<file path="src/rtl/pwm_update_sched_if.sv">
// Configuration/event/active-register bundle between the PWM register block and the
// update scheduler.
interface pwm_update_sched_if #(
   parameter int unsigned PWM_WIDTH      = 8,
   parameter int unsigned PWMCOUNT_WIDTH = 16,
   parameter int unsigned EVTCOUNT_WIDTH = 3
) ();
   logic                                  cfg_wr;
   logic [PWMCOUNT_WIDTH-1:0]             cfg_period;
   logic [PWM_WIDTH*PWMCOUNT_WIDTH-1:0]   cfg_compare;
   logic [1:0]                            cfg_count_mode;
   logic [1:0]                            cfg_mask_mode;
   logic [EVTCOUNT_WIDTH-1:0]             cfg_evt_prescale;
   logic                                  cfg_pwm_on;
   logic                                  force_upd;
   logic                                  evt_min;
   logic                                  evt_max;
   logic                                  int_en;
   logic                                  int_ack;
   logic [PWMCOUNT_WIDTH-1:0]             act_period;
   logic [PWM_WIDTH*PWMCOUNT_WIDTH-1:0]   act_compare;
   logic [1:0]                            act_count_mode;
   logic                                  act_pwm_on;
   logic                                  upd_pulse;
   logic                                  pending;
   logic                                  int_req;

   modport master (
      output cfg_wr, cfg_period, cfg_compare, cfg_count_mode, cfg_mask_mode,
             cfg_evt_prescale, cfg_pwm_on, force_upd, evt_min, evt_max, int_en, int_ack,
      input  act_period, act_compare, act_count_mode, act_pwm_on, upd_pulse, pending, int_req
   );

   modport slave (
      input  cfg_wr, cfg_period, cfg_compare, cfg_count_mode, cfg_mask_mode,
             cfg_evt_prescale, cfg_pwm_on, force_upd, evt_min, evt_max, int_en, int_ack,
      output act_period, act_compare, act_count_mode, act_pwm_on, upd_pulse, pending, int_req
   );
endinterface

</file>
<file path="src/rtl/pwm_update_sched.sv">
// Shadow-register update scheduler: captures a PWM configuration set and commits it
// atomically on a qualified, prescaled carrier event.
module pwm_update_sched #(
   parameter int unsigned PWM_WIDTH      = 8,
   parameter int unsigned PWMCOUNT_WIDTH = 16,
   parameter int unsigned EVTCOUNT_WIDTH = 3
) (
   input logic              clk,
   input logic              rst_n,
   pwm_update_sched_if.slave bus
);
   localparam int unsigned CmpW = PWM_WIDTH * PWMCOUNT_WIDTH;

   typedef enum logic [0:0] {StIdle, StArmed} state_e;

   state_e                    r_state, w_state_d;
   logic [PWMCOUNT_WIDTH-1:0] r_sh_period, w_sh_period_d;
   logic [CmpW-1:0]           r_sh_compare, w_sh_compare_d;
   logic [1:0]                r_sh_mode, w_sh_mode_d;
   logic [1:0]                r_sh_mask, w_sh_mask_d;
   logic [EVTCOUNT_WIDTH-1:0] r_sh_prescale, w_sh_prescale_d;
   logic                      r_sh_on, w_sh_on_d;
   logic [EVTCOUNT_WIDTH-1:0] r_evt_cnt, w_evt_cnt_d;
   logic [PWMCOUNT_WIDTH-1:0] r_act_period, w_act_period_d;
   logic [CmpW-1:0]           r_act_compare, w_act_compare_d;
   logic [1:0]                r_act_mode, w_act_mode_d;
   logic                      r_act_on, w_act_on_d;
   logic                      r_upd_pulse, w_upd_pulse_d;
   logic                      r_int_req, w_int_req_d;
   logic                      w_qual;
   logic                      w_commit;

   // Simultaneous min and max collapse into a single event.
   assign w_qual   = (bus.evt_min & ~r_sh_mask[0]) | (bus.evt_max & ~r_sh_mask[1]);
   assign w_commit = (r_state == StArmed) &&
                     (bus.force_upd || !r_act_on || (w_qual && (r_evt_cnt == r_sh_prescale)));

   always_comb begin
      w_state_d       = r_state;
      w_sh_period_d   = r_sh_period;
      w_sh_compare_d  = r_sh_compare;
      w_sh_mode_d     = r_sh_mode;
      w_sh_mask_d     = r_sh_mask;
      w_sh_prescale_d = r_sh_prescale;
      w_sh_on_d       = r_sh_on;
      w_evt_cnt_d     = r_evt_cnt;
      w_act_period_d  = r_act_period;
      w_act_compare_d = r_act_compare;
      w_act_mode_d    = r_act_mode;
      w_act_on_d      = r_act_on;
      w_upd_pulse_d   = 1'b0;
      w_int_req_d     = r_int_req & ~bus.int_ack;

      if (w_commit) begin
         w_act_period_d  = r_sh_period;
         w_act_compare_d = r_sh_compare;
         w_act_mode_d    = r_sh_mode;
         w_act_on_d      = r_sh_on;
         w_upd_pulse_d   = 1'b1;
         w_evt_cnt_d     = '0;
         w_state_d       = StIdle;
         if (bus.int_en) w_int_req_d = 1'b1;
      end else if ((r_state == StArmed) && w_qual && (r_evt_cnt != '1)) begin
         w_evt_cnt_d = r_evt_cnt + {{(EVTCOUNT_WIDTH-1){1'b0}}, 1'b1};
      end

      // A write alongside a commit refills the shadow after the old set has left.
      if (bus.cfg_wr) begin
         w_sh_period_d   = bus.cfg_period;
         w_sh_compare_d  = bus.cfg_compare;
         w_sh_mode_d     = bus.cfg_count_mode;
         w_sh_mask_d     = bus.cfg_mask_mode;
         w_sh_prescale_d = bus.cfg_evt_prescale;
         w_sh_on_d       = bus.cfg_pwm_on;
         w_state_d       = StArmed;
         if ((r_state == StIdle) || w_commit) w_evt_cnt_d = '0;
      end
   end

   always_ff @(posedge clk or negedge rst_n) begin
      if (!rst_n) begin
         r_state       <= StIdle;
         r_sh_period   <= '0;
         r_sh_compare  <= '0;
         r_sh_mode     <= '0;
         r_sh_mask     <= '0;
         r_sh_prescale <= '0;
         r_sh_on       <= 1'b0;
         r_evt_cnt     <= '0;
         r_act_period  <= '0;
         r_act_compare <= '0;
         r_act_mode    <= '0;
         r_act_on      <= 1'b0;
         r_upd_pulse   <= 1'b0;
         r_int_req     <= 1'b0;
      end else begin
         r_state       <= w_state_d;
         r_sh_period   <= w_sh_period_d;
         r_sh_compare  <= w_sh_compare_d;
         r_sh_mode     <= w_sh_mode_d;
         r_sh_mask     <= w_sh_mask_d;
         r_sh_prescale <= w_sh_prescale_d;
         r_sh_on       <= w_sh_on_d;
         r_evt_cnt     <= w_evt_cnt_d;
         r_act_period  <= w_act_period_d;
         r_act_compare <= w_act_compare_d;
         r_act_mode    <= w_act_mode_d;
         r_act_on      <= w_act_on_d;
         r_upd_pulse   <= w_upd_pulse_d;
         r_int_req     <= w_int_req_d;
      end
   end

   assign bus.act_period     = r_act_period;
   assign bus.act_compare    = r_act_compare;
   assign bus.act_count_mode = r_act_mode;
   assign bus.act_pwm_on     = r_act_on;
   assign bus.upd_pulse      = r_upd_pulse;
   assign bus.pending        = (r_state == StArmed);
   assign bus.int_req        = r_int_req;
endmodule

</file>
<file path="src/flat_wrapper.sv">
// flat-port wrapper written by rule: the top's interface ports become plain ports
module pwm_update_sched_flat 
#(
   parameter int unsigned PWM_WIDTH      = 8,
   parameter int unsigned PWMCOUNT_WIDTH = 16,
   parameter int unsigned EVTCOUNT_WIDTH = 3
)
  (clk, rst_n, bus_cfg_wr, bus_cfg_period, bus_cfg_compare, bus_cfg_count_mode, bus_cfg_mask_mode, bus_cfg_evt_prescale, bus_cfg_pwm_on, bus_force_upd, bus_evt_min, bus_evt_max, bus_int_en, bus_int_ack, bus_act_period, bus_act_compare, bus_act_count_mode, bus_act_pwm_on, bus_upd_pulse, bus_pending, bus_int_req);
  pwm_update_sched_if #(.PWM_WIDTH(PWM_WIDTH), .PWMCOUNT_WIDTH(PWMCOUNT_WIDTH), .EVTCOUNT_WIDTH(EVTCOUNT_WIDTH)) bus_i ();
  input logic clk;
  input logic rst_n;
  input wire logic [$bits(bus_i.cfg_wr)-1:0] bus_cfg_wr;
  input wire logic [$bits(bus_i.cfg_period)-1:0] bus_cfg_period;
  input wire logic [$bits(bus_i.cfg_compare)-1:0] bus_cfg_compare;
  input wire logic [$bits(bus_i.cfg_count_mode)-1:0] bus_cfg_count_mode;
  input wire logic [$bits(bus_i.cfg_mask_mode)-1:0] bus_cfg_mask_mode;
  input wire logic [$bits(bus_i.cfg_evt_prescale)-1:0] bus_cfg_evt_prescale;
  input wire logic [$bits(bus_i.cfg_pwm_on)-1:0] bus_cfg_pwm_on;
  input wire logic [$bits(bus_i.force_upd)-1:0] bus_force_upd;
  input wire logic [$bits(bus_i.evt_min)-1:0] bus_evt_min;
  input wire logic [$bits(bus_i.evt_max)-1:0] bus_evt_max;
  input wire logic [$bits(bus_i.int_en)-1:0] bus_int_en;
  input wire logic [$bits(bus_i.int_ack)-1:0] bus_int_ack;
  output wire logic [$bits(bus_i.act_period)-1:0] bus_act_period;
  output wire logic [$bits(bus_i.act_compare)-1:0] bus_act_compare;
  output wire logic [$bits(bus_i.act_count_mode)-1:0] bus_act_count_mode;
  output wire logic [$bits(bus_i.act_pwm_on)-1:0] bus_act_pwm_on;
  output wire logic [$bits(bus_i.upd_pulse)-1:0] bus_upd_pulse;
  output wire logic [$bits(bus_i.pending)-1:0] bus_pending;
  output wire logic [$bits(bus_i.int_req)-1:0] bus_int_req;
  assign bus_i.cfg_wr = bus_cfg_wr;
  assign bus_i.cfg_period = bus_cfg_period;
  assign bus_i.cfg_compare = bus_cfg_compare;
  assign bus_i.cfg_count_mode = bus_cfg_count_mode;
  assign bus_i.cfg_mask_mode = bus_cfg_mask_mode;
  assign bus_i.cfg_evt_prescale = bus_cfg_evt_prescale;
  assign bus_i.cfg_pwm_on = bus_cfg_pwm_on;
  assign bus_i.force_upd = bus_force_upd;
  assign bus_i.evt_min = bus_evt_min;
  assign bus_i.evt_max = bus_evt_max;
  assign bus_i.int_en = bus_int_en;
  assign bus_i.int_ack = bus_int_ack;
  assign bus_act_period = bus_i.act_period;
  assign bus_act_compare = bus_i.act_compare;
  assign bus_act_count_mode = bus_i.act_count_mode;
  assign bus_act_pwm_on = bus_i.act_pwm_on;
  assign bus_upd_pulse = bus_i.upd_pulse;
  assign bus_pending = bus_i.pending;
  assign bus_int_req = bus_i.int_req;
  pwm_update_sched #(.PWM_WIDTH(PWM_WIDTH), .PWMCOUNT_WIDTH(PWMCOUNT_WIDTH), .EVTCOUNT_WIDTH(EVTCOUNT_WIDTH)) u_core (.clk(clk), .rst_n(rst_n), .bus(bus_i));
endmodule
</file>
<file path="config.mk">
export PLATFORM = sky130hd
export DESIGN_NAME = pwm_update_sched_flat
export DESIGN_NICKNAME = d
export VERILOG_FILES = /design/src/rtl/pwm_update_sched_if.sv /design/src/rtl/pwm_update_sched.sv /design/src/flat_wrapper.sv
export SDC_FILE = /design/constraint.sdc
export NUM_CORES = 1
export LEC_CHECK = 0
export BUFFER_PORTS_ARGS = -buffer_cell sky130_fd_sc_hd__buf_4
export CAP_MARGIN = 20
export CORE_UTILIZATION = 50
export DETAILED_ROUTE_END_ITERATION = 10
export PLACE_DENSITY = 0.87
export SLEW_MARGIN = 20
export SYNTH_ARGS = -nofsm -noshare
export SYNTH_HDL_FRONTEND = slang
export SYNTH_SLANG_ARGS = --single-unit
</file>
<file path="constraint.sdc">
create_clock -name clk -period 1.7 [get_ports clk]
set_input_delay 0.085 -clock clk [delete_from_list [all_inputs] [get_ports clk]]
set_output_delay 0.085 -clock clk [all_outputs]
set_load 0.05 [all_outputs]
</file>
Word level (Yosys, flattened, before mapping)
Cells that the tools add are included.
{"block": "word_totals", "ff_bits": 305, "in_bits": 160, "output_inout_bits": 150, "wordCells": 43}
{"block": "classes", "add_sub_neg": 1, "eq_ne": 2, "n_mux": 9, "n_bitwise": 8, "reduce_logical": 9}
{"op": "3-bit two-way mux", "count": 4}
{"op": "1-bit two-way mux", "count": 5}
{"op": "1-bit logical AND", "count": 4}
{"op": "1-bit NOT", "count": 4}
{"op": "3-bit by 1-bit adder with 3-bit output (second input constant)", "count": 1}
{"op": "1-bit bitwise AND", "count": 3}
{"op": "3-bit equality test", "count": 1}
{"op": "1-bit logical OR", "count": 3}
{"op": "3-bit != test (second input constant)", "count": 1}
{"op": "2-bit nonzero test", "count": 1}
{"op": "1-bit zero test", "count": 1}
{"op": "1-bit OR", "count": 1}

Logic depth before layout (Yosys ltp)
{"block": "depth", "depth_word": 9, "mapped_depth": 6}

Worst setup path before layout
Ideal clock, no wire load.
{"block": "synth_timing", "path_type": "register -> register", "startpoint": "register u_core.r_act_on (netlist: u_core.bus.act_pwm_on)", "endpoint": "register u_core.r_act_compare[84] (netlist: u_core.bus.act_compare[84])", "t_arrival_ns": 1.756, "path_slack_ns": -0.182, "stages_incl_launch_ff": 7, "n_path_buf": 3, "path_cell_list": "dfrtp_1 nor2b_1 buf_2 buf_2 clkbuf_1 o22ai_1 a311o_1"}
{"block": "synth_via", "elab_chain_len": 4}
{"element": "from (decl)", "line_no": "pwm_update_sched.sv:27", "source": "logic r_act_on, w_act_on_d;"}
{"element": "from (signal assigned)", "line_no": "pwm_update_sched.sv:108", "source": "r_act_on <= w_act_on_d;"}
{"element": "1-bit zero test", "line_no": "pwm_update_sched.sv:36", "source": "(bus.force_upd || !r_act_on || (w_qual && (r_evt_cnt == r_sh_prescale)));"}
{"element": "1-bit logical OR (2 in a row)", "line_no": "pwm_update_sched.sv:36"}
{"element": "1-bit logical AND", "line_no": "pwm_update_sched.sv:35", "source": "assign w_commit = (r_state == StArmed) &&"}
{"element": "to (signal assigned)", "line_no": "pwm_update_sched.sv:106", "source": "r_act_compare <= w_act_compare_d;"}
{"element": "to (decl)", "line_no": "pwm_update_sched.sv:25", "source": "logic [CmpW-1:0] r_act_compare, w_act_compare_d;"}
Every way passes these cells.
A chain may end at the register's enable or synchronous reset.

Final worst setup path
{"block": "layout_timing", "startpoint": "register u_core.r_sh_prescale[0]", "endpoint": "register u_core.r_act_compare[31] (netlist: u_core.bus.act_compare[31])"}
{"block": "layout_via", "elab_chain_len": 4}
{"element": "from (decl)", "line_no": "pwm_update_sched.sv:21", "source": "logic [EVTCOUNT_WIDTH-1:0] r_sh_prescale, w_sh_prescale_d;"}
{"element": "from (signal assigned)", "line_no": "pwm_update_sched.sv:102", "source": "r_sh_prescale <= w_sh_prescale_d;"}
{"element": "3-bit equality test", "line_no": "pwm_update_sched.sv:36"}
{"element": "1-bit logical AND", "line_no": "pwm_update_sched.sv:36"}
{"element": "1-bit logical OR", "line_no": "pwm_update_sched.sv:36"}
{"element": "1-bit logical AND", "line_no": "pwm_update_sched.sv:35"}
Every way passes these cells.

==> results.yml <==
floorplan:
  die_width_um: 172
  num_io_pins: 310
  fp.dieH_um: 172
  rows: 62
  initial_utilization: 0.508
  core_area_mm2: 0.0286
  die-area_mm2: 0.0298
clock_network:
  cts_sinks: 305
  clkLatencyLatePin_ns: 0.51
  htree_levels: 2
  cts_max_path_buffers: 3
  clk_pin_slew_worst_paths_ns: 0.07
  tritoncts: "done"
  cts_root_buf: "clkbuf_16"
  cts_buffers: 34
logic_synthesis:
  syn_inst: 1348
  ys_top_cells_by_count: "dfrtp_1 (305), mux2_2 (152), nand2_1 (148)"
  synth_edf_count: 0
  yosysMostFrequentCell: "dfrtp_1"
  postSynthNetCount: 1510
  yosysSeqAreaShare: 0.525
  ys_warn_count: 0
  synth_top_area_share: 0.525
  yosys.area.top_type: "dfrtp_1"
  synthDistinctLibCells: 26
  syn_area_per_cell_um2: 10.8
  synthFlopType: "dfrtp_1"
  synth.area.top_cells: "dfrtp_1 (53%), mux2_2 (12%), a311o_1 (10%)"
  async_flop_share: 1.00
  yosys_register_bits: 305
  synth_area_mm2: 0.0145
timing:
  drv_slew: 0
  tightest_slew_ns: 0.609
  hold_ws_ns: 0.103
  setup_viol: 146
  skew_ns: 0.0253
  fin_tns_setup_ns: -14.34
  rsz0062_at_grt: "true"
  max_freq_ghz: 0.538
  fin_ws_ns: -0.160
  maxSlewHeadroom: 0.594
  hold_violations: 0
  post-route-min-period_ns: 1.86
  finalCritPeriodShare: 1.09
global_route:
  antenna_found_initial: 6
  grt_overflow: 0
  gr-usage-all-layers: 0.318
  grt_pass1_wl_mm: 73.6
  grt_pass1_vias: 13900
  grt_max_degree: 65
power_and_ir_drop:
  switching_share: 0.403
  p_int_uw: 17300
  leakage_uw: 0.00921
  p_switching_uw: 11600
  p_total_uw: 28900
  p_seq_frac: 0.348
  comb_power_share: 0.389
  max-vdd-ir-drop_mv: 1.11
  p_per_area_mw_per_mm2: 1420
  power.share.clock: 0.264
setup_path:
  worstSetupPathType: "flop to flop"
  reg2reg_depth: 5
  cpPeakStageDelay_ns: 0.43
  r2r-start: "u_core.r_sh_prescale[0]"
  rrSetupSlack_ns: -0.16
  cp_max_fo: 64
  endpoint_kind: "flop"
  r2r-end: "u_core.bus.act_compare[31]"
  critPathSlowestCell: "a311o_1"
  cp_num_buf_inv: 1
  required_ns: 2.07
  critPathLaunchType: "flop"
  critPathArrivalTime_ns: 2.23
  cp_top_family: "compound AO/OA/AOI/OAI gates"
  path_cells: "xor2_1, a211oi_2, nand2_4, buf_12, a311o_1"
finish:
  regArea_mm2: 0.00764
  utilization: 0.711
  multi_input_area_mm2: 0.00567
  final_layout_size_suffix_gt1_frac: 0.331
  finalNetCount: 1942
  syn_to_final_growth_pct: 40.1
  nFillCells: 1749
place:
  dpl.hpwl_mm: 25.4
  place_congestion: 0.784
  portBuffers: 309
worst_hold_path:
  hold_depth: 2
  holdCritPathClass: "primary input to flop"
  min_to: "u_core.r_sh_compare[9]"
  hold_path.startpoint: "bus_cfg_wr"
routing:
  routed_wl_mm: 47.5
  vias_per_cell: 6.15
  initialDrtViolationCount: 1434
  dr.pass1.iters: 6
  vias: 13500
  drc: 0
  ant_nets: 0
  post_drt_wl_per_cell_um: 21.6
flow_run:
  drv_cap: 0
outcome:
  status: "finished, violations left"
  violations: "negative setup slack"
## metal layers
| metal | wire length (um) | vias to the layer above | track usage |
|---|---|---|---|
| met5 | 0 | - | 0 |
| met4 | 2650 | 0 | 0.175 |
| met3 | 3550 | 217 | 0.0684 |
| met2 | 24000 | 817 | 0.543 |
| met1 | 17200 | 6658 | 0.373 |
| li1 | - | 5813 | - |
## per-stage QoR
stage               area (um2)  setup WS [ns]  std cells
finish                   20400         -0.160       2196
global route             20400         -0.216       2194
CTS                      20300         -0.122       2188
detailed placement       17600         -0.118       1970
global placement         17600        -0.0607       1970
floorplan                14500        -0.0142       1348
## how the worst max path moves through the flow
stage / startpoint / endpoint / slack (ns) / cells past startpoint
floorplan: u_core.bus.act_pwm_on / u_core.bus.act_compare[0] / -0.01 / 6
global placement: u_core.r_evt_cnt[1] / u_core.bus.act_compare[18] / -0.06 / 5
detailed placement: u_core.r_evt_cnt[1] / u_core.bus.act_compare[55] / -0.12 / 5
CTS: u_core.r_sh_prescale[0] / u_core.bus.act_compare[55] / -0.12 / 5
global route: u_core.r_sh_prescale[0] / u_core.bus.act_compare[30] / -0.22 / 5
finish: u_core.r_sh_prescale[0] / u_core.bus.act_compare[31] / -0.16 / 5
## state kept, by name (all words and copies together), names as in the netlist
name / count
u_core.bus.act_compare: 128
u_core.bus.act_count_mode: 2
u_core.bus.act_period: 16
u_core.bus.act_pwm_on: 1
u_core.bus.int_req: 1
u_core.bus.pending: 1
u_core.bus.upd_pulse: 1
u_core.r_evt_cnt: 3
u_core.r_sh_compare: 128
u_core.r_sh_mask: 2
u_core.r_sh_mode: 2
u_core.r_sh_on: 1
u_core.r_sh_period: 16
u_core.r_sh_prescale: 3
## power by group through the flow
stage / clock network (uW) / registers (uW) / logic, uW
2_1_floorplan: 0 / 13600 / 3350
3_3_place_gp: 0 / 9950 / 10300
3_5_place_dp: 0 / 10000 / 10600
4_1_cts: 7670 / 9940 / 11000
5_1_grt: 8000 / 10200 / 11800
6_report: 7630 / 10100 / 11200
## cell type report
type                    instances  area share
diodes                          7    0.000861
clock buffers                  48      0.0510
clock inverters                13     0.00645
inverters                     147      0.0271
multi-input cells             765       0.279
flip-flops and latches        305       0.375
well taps                     384      0.0236
repair buffers                527       0.237
## cell usage in the layout (no fill, tap or decap), types with 2 or more instances in the layout
| cell | n |
|---|---|
| buf_4 | 332 |
| dfrtp_1 | 303 |
| dlygate4sd3_1 | 155 |
| mux2_2 | 152 |
| inv_1 | 147 |
| nand2_1 | 147 |
| o22ai_1 | 147 |
| a311o_1 | 146 |
| nor3_1 | 141 |
| buf_12 | 38 |
| clkbuf_16 | 37 |
| diode_2 | 7 |
| clkbuf_8 | 7 |
| clkinv_2 | 6 |
| nor3_2 | 5 |
| clkbuf_1 | 4 |
| nand2b_1 | 3 |
| a21oi_1 | 3 |
| xnor2_1 | 2 |
| nor2b_1 | 2 |
| mux2i_1 | 2 |
| ha_1 | 2 |
| clkinvlp_4 | 2 |
| clkinv_4 | 2 |
| bufinv_16 | 2 |
## what timing repair did
action                     CTS  global route
hold endpoints to repair   317             0
hold buffers               155             0
setup endpoints to repair  150           150
setup buffers                2             1
gates resized for setup      1             6
pin swaps                    2             1
## logic make-up (layout without fill, tap and decap cells)
family | Yosys count | after routing | share of synthesized area
other | 0 | 7 | 0
DFF | 305 | 305 | 0.525
muxes | 154 | 154 | 0.119
buffers and inverters | 278 | 735 | 0.0901
AOI/OAI and AO/OA | 302 | 302 | 0.168
and+or+nand+nor | 302 | 302 | 0.0925
adders and majority gates | 2 | 2 | 0.00172
xor gates and xnor gates | 5 | 5 | 0.00301
Power figures use the tool's default switching activity.
